File: src/rtl/axil_exec_pkg.sv
// Shared types and constants for the AXI4-Lite command executor.
// cmd_t / resp_t describe the default 32/32 ring word layouts.
package axil_exec_pkg;

  localparam int AXIL_ADDR_W = 32;
  localparam int AXIL_DATA_W = 32;

  localparam logic [1:0] AXI_OKAY   = 2'b00;
  localparam logic [1:0] AXI_EXOKAY = 2'b01;
  localparam logic [1:0] AXI_SLVERR = 2'b10;
  localparam logic [1:0] AXI_DECERR = 2'b11;

  localparam logic [31:0] TIMEOUT_DATA = 32'hDEAD_BEEF;

  typedef struct packed {
    logic                     rw;
    logic [AXIL_DATA_W/8-1:0] strb;
    logic [AXIL_ADDR_W-1:0]   addr;
    logic [AXIL_DATA_W-1:0]   data;
  } cmd_t;

  typedef struct packed {
    logic [1:0]             resp;
    logic [AXIL_DATA_W-1:0] rdata;
  } resp_t;

  typedef enum logic [2:0] {
    ST_IDLE      = 3'd0,
    ST_POP       = 3'd1,
    ST_POP_REL   = 3'd2,
    ST_AXI       = 3'd3,
    ST_PUSH_WAIT = 3'd4,
    ST_PUSH      = 3'd5,
    ST_PUSH_REL  = 3'd6
  } exec_state_e;

endpackage

File: src/rtl/fourphase_master.sv
// Requester side of a four-phase req/ack handshake.
// done pulses while req and ack are both high; released pulses when ack falls afterwards.
module fourphase_master (
  input  logic clk,
  input  logic reset,
  input  logic start,
  input  logic ack,
  output logic req,
  output logic done,
  output logic released
);

  logic req_q, req_d;
  logic rel_q, rel_d;

  always_comb begin
    req_d    = req_q;
    rel_d    = rel_q;
    done     = req_q & ack;
    released = rel_q & ~ack;
    if (done) begin
      req_d = 1'b0;
      rel_d = 1'b1;
    end else if (released) begin
      rel_d = 1'b0;
    end else if (start && !req_q && !rel_q) begin
      req_d = 1'b1;
    end
  end

  always_ff @(posedge clk or posedge reset) begin
    if (reset) begin
      req_q <= 1'b0;
      rel_q <= 1'b0;
    end else begin
      req_q <= req_d;
      rel_q <= rel_d;
    end
  end

  assign req = req_q;

endmodule

File: src/rtl/axil_cmd_executor.sv
// Pops a command from the command ring, runs it as one AXI4-Lite read or write, pushes the response.
// Optional watchdog on the AXI phase: define AXIL_EXEC_TIMEOUT_EN.
//
// state        | meaning
// IDLE         | waiting for cmd_avail
// POP          | cmd_pop_req high, waiting for ack
// POP_REL      | req dropped, waiting for ack low
// AXI          | AXI-Lite transaction in flight
// PUSH_WAIT    | response captured, waiting for resp_space
// PUSH         | resp_push_req high, waiting for ack
// PUSH_REL     | req dropped, waiting for ack low
module axil_cmd_executor
  import axil_exec_pkg::*;
#(
  parameter int ADDR_W         = 32,
  parameter int DATA_W         = 32,
  parameter int CMD_W          = 1 + DATA_W/8 + ADDR_W + DATA_W,
  parameter int RESP_W         = 2 + DATA_W,
  parameter int TIMEOUT_CYCLES = 256
) (
  input  logic                clk,
  input  logic                reset,
  input  logic                cmd_avail,
  output logic                cmd_pop_req,
  input  logic                cmd_pop_ack,
  input  logic [CMD_W-1:0]    cmd_pop_struct,
  input  logic                resp_space,
  output logic                resp_push_req,
  input  logic                resp_push_ack,
  output logic [RESP_W-1:0]   resp_push_struct,
  output logic [ADDR_W-1:0]   m_axil_awaddr,
  output logic [2:0]          m_axil_awprot,
  output logic                m_axil_awvalid,
  input  logic                m_axil_awready,
  output logic [DATA_W-1:0]   m_axil_wdata,
  output logic [DATA_W/8-1:0] m_axil_wstrb,
  output logic                m_axil_wvalid,
  input  logic                m_axil_wready,
  input  logic [1:0]          m_axil_bresp,
  input  logic                m_axil_bvalid,
  output logic                m_axil_bready,
  output logic [ADDR_W-1:0]   m_axil_araddr,
  output logic [2:0]          m_axil_arprot,
  output logic                m_axil_arvalid,
  input  logic                m_axil_arready,
  input  logic [DATA_W-1:0]   m_axil_rdata,
  input  logic [1:0]          m_axil_rresp,
  input  logic                m_axil_rvalid,
  output logic                m_axil_rready,
  output logic                busy
);

  localparam int STRB_W = DATA_W / 8;

  // Reset asserts asynchronously but releases two clocks later, synchronous to clk.
  logic [1:0] rst_pipe_q, rst_pipe_d;
  logic       rst_int;

  assign rst_pipe_d = {rst_pipe_q[0], 1'b0};
  assign rst_int    = rst_pipe_q[1];

  always_ff @(posedge clk or posedge reset) begin
    if (reset) rst_pipe_q <= 2'b11;
    else       rst_pipe_q <= rst_pipe_d;
  end

  exec_state_e       state_q, state_d;
  logic [CMD_W-1:0]  cmd_q, cmd_d;
  logic [RESP_W-1:0] resp_q, resp_d;
  logic awvalid_q, awvalid_d, wvalid_q, wvalid_d, bready_q, bready_d;
  logic arvalid_q, arvalid_d, rready_q, rready_d;
  logic aw_done_q, aw_done_d, w_done_q, w_done_d;
  logic pop_start, pop_done, pop_released;
  logic push_start, push_done, push_released;
  logic axi_complete;
  logic cmd_rw, aw_hs, w_hs, b_hs, ar_hs, r_hs;

  assign cmd_rw = cmd_q[CMD_W-1];
  assign aw_hs  = awvalid_q & m_axil_awready;
  assign w_hs   = wvalid_q  & m_axil_wready;
  assign b_hs   = bready_q  & m_axil_bvalid;
  assign ar_hs  = arvalid_q & m_axil_arready;
  assign r_hs   = rready_q  & m_axil_rvalid;

  fourphase_master u_pop (
    .clk      (clk),
    .reset    (rst_int),
    .start    (pop_start),
    .ack      (cmd_pop_ack),
    .req      (cmd_pop_req),
    .done     (pop_done),
    .released (pop_released)
  );

  fourphase_master u_push (
    .clk      (clk),
    .reset    (rst_int),
    .start    (push_start),
    .ack      (resp_push_ack),
    .req      (resp_push_req),
    .done     (push_done),
    .released (push_released)
  );

`ifdef AXIL_EXEC_TIMEOUT_EN
  localparam int                TMO_W    = $clog2(TIMEOUT_CYCLES) + 1;
  localparam logic [TMO_W-1:0]  TMO_LAST = TMO_W'(TIMEOUT_CYCLES - 1);
  localparam logic [DATA_W-1:0] TMO_DATA = DATA_W'(TIMEOUT_DATA);
  logic [TMO_W-1:0] tmo_q, tmo_d;

  // Counts AXI cycles only; any exit clears it so the next command starts from zero.
  always_comb begin
    tmo_d = '0;
    if (state_q == ST_AXI && state_d == ST_AXI) tmo_d = tmo_q + 1'b1;
  end

  always_ff @(posedge clk or posedge rst_int) begin
    if (rst_int) tmo_q <= '0;
    else         tmo_q <= tmo_d;
  end
`endif

  always_comb begin
    state_d      = state_q;
    cmd_d        = cmd_q;
    resp_d       = resp_q;
    awvalid_d    = awvalid_q;
    wvalid_d     = wvalid_q;
    bready_d     = bready_q;
    arvalid_d    = arvalid_q;
    rready_d     = rready_q;
    aw_done_d    = aw_done_q;
    w_done_d     = w_done_q;
    pop_start    = 1'b0;
    push_start   = 1'b0;
    axi_complete = 1'b0;
    unique case (state_q)
      ST_IDLE: begin
        if (cmd_avail) begin
          state_d   = ST_POP;
          pop_start = 1'b1;
        end
      end
      ST_POP: begin
        if (pop_done) begin
          cmd_d   = cmd_pop_struct;
          state_d = ST_POP_REL;
        end
      end
      ST_POP_REL: begin
        if (pop_released) begin
          state_d   = ST_AXI;
          aw_done_d = 1'b0;
          w_done_d  = 1'b0;
          if (cmd_rw) begin
            awvalid_d = 1'b1;
            wvalid_d  = 1'b1;
          end else begin
            arvalid_d = 1'b1;
          end
        end
      end
      ST_AXI: begin
        if (cmd_rw) begin
          if (aw_hs) begin
            awvalid_d = 1'b0;
            aw_done_d = 1'b1;
          end
          if (w_hs) begin
            wvalid_d = 1'b0;
            w_done_d = 1'b1;
          end
          if ((aw_done_q || aw_hs) && (w_done_q || w_hs)) bready_d = 1'b1;
          if (b_hs) begin
            bready_d     = 1'b0;
            resp_d       = {m_axil_bresp, {DATA_W{1'b0}}};
            axi_complete = 1'b1;
          end
        end else begin
          if (ar_hs) begin
            arvalid_d = 1'b0;
            rready_d  = 1'b1;
          end
          if (r_hs) begin
            rready_d     = 1'b0;
            resp_d       = {m_axil_rresp, m_axil_rdata};
            axi_complete = 1'b1;
          end
        end
        if (axi_complete) state_d = ST_PUSH_WAIT;
`ifdef AXIL_EXEC_TIMEOUT_EN
        // A completion in the same cycle wins over the watchdog.
        else if (tmo_q == TMO_LAST) begin
          awvalid_d = 1'b0;
          wvalid_d  = 1'b0;
          bready_d  = 1'b0;
          arvalid_d = 1'b0;
          rready_d  = 1'b0;
          resp_d    = {AXI_DECERR, TMO_DATA};
          state_d   = ST_PUSH_WAIT;
        end
`endif
      end
      ST_PUSH_WAIT: begin
        if (resp_space) begin
          state_d    = ST_PUSH;
          push_start = 1'b1;
        end
      end
      ST_PUSH: begin
        if (push_done) state_d = ST_PUSH_REL;
      end
      ST_PUSH_REL: begin
        if (push_released) state_d = ST_IDLE;
      end
      default: state_d = ST_IDLE;
    endcase
  end

  always_ff @(posedge clk or posedge rst_int) begin
    if (rst_int) begin
      state_q   <= ST_IDLE;
      cmd_q     <= '0;
      resp_q    <= '0;
      awvalid_q <= 1'b0;
      wvalid_q  <= 1'b0;
      bready_q  <= 1'b0;
      arvalid_q <= 1'b0;
      rready_q  <= 1'b0;
      aw_done_q <= 1'b0;
      w_done_q  <= 1'b0;
    end else begin
      state_q   <= state_d;
      cmd_q     <= cmd_d;
      resp_q    <= resp_d;
      awvalid_q <= awvalid_d;
      wvalid_q  <= wvalid_d;
      bready_q  <= bready_d;
      arvalid_q <= arvalid_d;
      rready_q  <= rready_d;
      aw_done_q <= aw_done_d;
      w_done_q  <= w_done_d;
    end
  end

  assign resp_push_struct = resp_q;
  assign m_axil_awaddr    = cmd_q[ADDR_W+DATA_W-1 -: ADDR_W];
  assign m_axil_araddr    = cmd_q[ADDR_W+DATA_W-1 -: ADDR_W];
  assign m_axil_wdata     = cmd_q[DATA_W-1:0];
  assign m_axil_wstrb     = cmd_q[CMD_W-2 -: STRB_W];
  assign m_axil_awprot    = 3'b000;
  assign m_axil_arprot    = 3'b000;
  assign m_axil_awvalid   = awvalid_q;
  assign m_axil_wvalid    = wvalid_q;
  assign m_axil_bready    = bready_q;
  assign m_axil_arvalid   = arvalid_q;
  assign m_axil_rready    = rready_q;
  assign busy             = (state_q != ST_IDLE);

endmodule

File: config.mk
export PLATFORM = sky130hd
export DESIGN_NAME = axil_cmd_executor
export DESIGN_NICKNAME = d
export VERILOG_FILES = /design/src/rtl/axil_exec_pkg.sv /design/src/rtl/fourphase_master.sv /design/src/rtl/axil_cmd_executor.sv
export SDC_FILE = /design/constraint.sdc
export NUM_CORES = 1
export LEC_CHECK = 0
export CAP_MARGIN = 20
export CORE_ASPECT_RATIO = 0.5
export CORE_MARGIN = 2
export CORE_UTILIZATION = 41
export DETAILED_ROUTE_END_ITERATION = 6
export PLACE_DENSITY = 0.91
export SLEW_MARGIN = 20
export SYNTH_ARGS = -nofsm -noshare
export SYNTH_HDL_FRONTEND = slang
export SYNTH_SLANG_ARGS = --single-unit
File: constraint.sdc
create_clock -name clk -period 4.5 [get_ports clk]
set_clock_uncertainty 0.15 [all_clocks]
set_input_delay 0.45 -clock clk [delete_from_list [all_inputs] [get_ports clk]]
set_output_delay 0.45 -clock clk [all_outputs]
set_load 0.01 [all_outputs]
==> reports/metrics.cfg <==
[outcome]
run_status=complete, no violations

[worst_setup_path]
r2r_slack_ns=2.08
regToRegEndpoint=cmd_q[14]
worst_r2r_startpoint=state_q[0]
required_time_at_the_endpoint_of_the_critical_path_ns=3.90
worst-endpoint-arrival_ns=1.86
timing_worst_setup_path_type=flop to output port
worstSetupStartpointType=flop
timing.critical_path.fanout_max=18
r2r_cells=4
worstSetupEndpointType=output port

[die]
boundaryPins=264
fp.dieArea_um2=14210
chipHeight_um=85.31
coreArea_um2=12770
placement_rows=29
initial_utilization=0.4245
die_width_um=166.6

[sta]
max-slew-margin-rel=0.4202
report.final.hold_viol_count=0
finalSetupTns_ns=0
finalCriticalPeriod_ns=2.460
rsz0062_at_grt=false
timing.final.setup_violations=0
fin_crit_sh=0.5467
achievable-frequency_ghz=0.4065
final-max-slew-violation-count=0
worst_pin_slew_ns=0.8697

[routing]
detail_route.wirelength_mm=12.76
detailroute.via_count=3604
drt-initial-drc-count=167
drc_errors=0
drtPass1Iterations=4
ant_nets=0
route.detailed.vias_per_inst=4.717
routedWlPerCell_um=16.70

[clocking]
cts_max_level=4
holdBufCountCts=0
tritoncts_buffers=17
cts_tree=yes
clkLatencyLatePin_ns=0.39
clockRootBuffer=sky130_fd_sc_hd__clkbuf_16
post_cts_resized=0
post-cts-setup-buffer-count=0
clock-sinks=119
clk_pin_slew_worst_paths_ns=0.05
ctsLongestPathBuffers=2

[synth]
synth.yosys.seq_area_share=0.5497
syn_avg_cell_area_um2=12.91
synth-seq-cells=119
yosys_warnings=0
synthesis.instances=420
count_of_distinct_cell_types_in_the_synthesized_netlist=37
netlist_area_um2=5421

[hold_path]
worstHoldPathType=flop to async pin

[final_layout]
fin_cells=764
diodes=0
layout-area-overhead-vs-synth_pct=46.53
fin_nets=697
postLayoutCoreUtil=0.6220
layout.filler_cells=976
drive_above_1_share=0.1902
final_design_area_no_fill_um2=7944

[global_routing]
grt_first_pass_wirelength_mm=20.16
globalRouteOverflowTotal=0
pin_count_of_the_biggest_net_entering_global_routing=78
first_global_vias=3832
grt_antenna_before_repair=0
gr-usage-all-layers=0.1800

[placement]
detailed_place.area_um2=7340
placed_cells_incl_taps=731
finalWeightedCongestion=0.7688
dpl_wire_length_mm=9.472
place.port_buffers=257

[pwr]
p_leak_nw=3.384
report.power.total_w=0.005488
peakVddDrop_uv=301.8
power_density_nw_per_um2=690.9

[flow_run]
drv.max_cap_violation_count=0

cells by family after synthesis:
kind of cell           Yosys count  synth area share
AO/OA/AOI/OAI                   58           0.08031
other                            1         0.0006917
buffers and inverters          131            0.1740
multiplexers                    75            0.1553
AND/OR/NAND/NOR                 36           0.03993
flip-flops                     119            0.5497
power breakdown:
part           switching, W  internal (W)
clock network      0.000491      0.000793
logic              0.000839       0.00147
registers          0.000357       0.00154
total               0.00169       0.00380
cell usage after synthesis:
| cell type | n | share of area |
|---|---|---|
| sky130_fd_sc_hd__dfrtp_1 | 117 | 0.54 |
| sky130_fd_sc_hd__buf_4 | 109 | 0.15 |
| sky130_fd_sc_hd__mux2_2 | 71 | 0.15 |
| sky130_fd_sc_hd__a22o_1 | 32 | 0.052 |
| sky130_fd_sc_hd__buf_2 | 10 | 0.0092 |
| sky130_fd_sc_hd__nand2_1 | 9 | 0.0062 |
| sky130_fd_sc_hd__o21ai_0 | 8 | 0.0074 |
| sky130_fd_sc_hd__nor2_1 | 7 | 0.0048 |
| sky130_fd_sc_hd__a21oi_1 | 6 | 0.0055 |
| sky130_fd_sc_hd__inv_1 | 6 | 0.0042 |
| sky130_fd_sc_hd__a31oi_1 | 4 | 0.0046 |
| sky130_fd_sc_hd__buf_6 | 4 | 0.0083 |
| sky130_fd_sc_hd__nor2b_1 | 4 | 0.0046 |
| sky130_fd_sc_hd__nand2b_1 | 3 | 0.0035 |
| sky130_fd_sc_hd__and3b_1 | 2 | 0.0032 |
| sky130_fd_sc_hd__clkbuf_1 | 2 | 0.0014 |
| sky130_fd_sc_hd__dfstp_2 | 2 | 0.0097 |
| sky130_fd_sc_hd__mux2_1 | 2 | 0.0042 |
| sky130_fd_sc_hd__mux2i_1 | 2 | 0.0037 |
| sky130_fd_sc_hd__o22ai_1 | 2 | 0.0023 |
| sky130_fd_sc_hd__o31ai_1 | 2 | 0.0028 |
| sky130_fd_sc_hd__a22oi_1 | 1 | 0.0014 |
| sky130_fd_sc_hd__a41oi_1 | 1 | 0.0016 |
| sky130_fd_sc_hd__and2_1 | 1 | 0.0012 |
| sky130_fd_sc_hd__and3_1 | 1 | 0.0012 |
| sky130_fd_sc_hd__conb_1 | 1 | 0.00069 |
| sky130_fd_sc_hd__nand4b_1 | 1 | 0.0016 |
| sky130_fd_sc_hd__nand4bb_1 | 1 | 0.0021 |
| sky130_fd_sc_hd__nor2_2 | 1 | 0.0012 |
| sky130_fd_sc_hd__nor2_8 | 1 | 0.0037 |
| sky130_fd_sc_hd__nor3_1 | 1 | 0.00092 |
| sky130_fd_sc_hd__nor3_2 | 1 | 0.0018 |
| sky130_fd_sc_hd__nor3b_1 | 1 | 0.0014 |
| sky130_fd_sc_hd__o21a_1 | 1 | 0.0014 |
| sky130_fd_sc_hd__o221ai_1 | 1 | 0.0016 |
| sky130_fd_sc_hd__or3_1 | 1 | 0.0012 |
| sky130_fd_sc_hd__or4_1 | 1 | 0.0014 |
registers in the layout, indices dropped and copies added (netlist names):
register,count
m_axil_wvalid,1
m_axil_rready,1
w_done_q,1
u_push.rel_q,1
u_pop.rel_q,1
cmd_q,69
u_pop.req,1
rst_pipe_q,2
m_axil_awvalid,1
m_axil_bready,1
m_axil_arvalid,1
resp_push_struct,34
state_q,3
u_push.req,1
aw_done_q,1
critical path: stages (launching register included):
cell and delay, ns:
sky130_fd_sc_hd__dfrtp_1 0.55, sky130_fd_sc_hd__or3_1 0.44, sky130_fd_sc_hd__clkdlybuf4s50_1 0.49
area by class of cell:
type | instances | area, um^2 | area share
tap | 170 | 212.7 | 0.02678
clock buffer | 19 | 452.9 | 0.05702
timing repair buffer | 261 | 2623 | 0.3301
multi-input combinational | 176 | 1526 | 0.1922
clock inverter | 13 | 123.9 | 0.01559
inverter | 6 | 25.02 | 0.003150
sequential | 119 | 2980 | 0.3752
layout by cell type, fill, tap and decap left out, types with 2 or more instances in the layout:
master	instances
sky130_fd_sc_hd__nand2_1	9
sky130_fd_sc_hd__clkinv_4	3
sky130_fd_sc_hd__inv_6	2
sky130_fd_sc_hd__inv_1	5
sky130_fd_sc_hd__clkdlybuf4s50_1	257
sky130_fd_sc_hd__o31ai_1	2
sky130_fd_sc_hd__clkbuf_8	2
sky130_fd_sc_hd__mux2i_1	2
sky130_fd_sc_hd__nor2b_1	4
sky130_fd_sc_hd__buf_4	3
sky130_fd_sc_hd__a31oi_1	4
sky130_fd_sc_hd__a21oi_1	6
sky130_fd_sc_hd__conb_1	7
sky130_fd_sc_hd__dfrtp_1	117
sky130_fd_sc_hd__a22o_1	32
sky130_fd_sc_hd__clkbuf_16	17
sky130_fd_sc_hd__clkinvlp_4	6
sky130_fd_sc_hd__mux2_2	71
sky130_fd_sc_hd__o21ai_0	8
sky130_fd_sc_hd__mux2_1	2
sky130_fd_sc_hd__dfstp_2	2
sky130_fd_sc_hd__and3b_1	2
sky130_fd_sc_hd__nand2b_1	3
sky130_fd_sc_hd__nor2_1	7
sky130_fd_sc_hd__o22ai_1	2
how the worst max path moves through the flow:
stage	endpoint	slack, ns	from
after floorplan	aw_done_q	0.91	rst_pipe_q[1]
after global placement	cmd_q[7]	1.82	cmd_pop_ack
after detailed placement	cmd_q[14]	1.75	cmd_pop_ack
after CTS	busy	2.02	state_q[1]
after global routing	cmd_q[14]	1.91	state_q[0]
final	busy	2.04	state_q[0]
stage by stage:
step                hold WS [ns]  setup slack, ns
detailed placement        0.2024            1.750
global route              0.1034            1.906
finish                   0.06905            2.040
global placement          0.1972            1.817
CTS                       0.2099            2.023
floorplan                 0.1952           0.9148
metal layers:
layer / up-vias / global-route usage / routed length, um
met5: - / 0 / 0
met4: 0 / 0.06113 / 223
met3: 19 / 0.04058 / 558
met2: 124 / 0.3437 / 7197
met1: 1797 / 0.2007 / 4779
li1: 1664 / - / -
No activity file was read; power rests on OpenSTA's default activity.
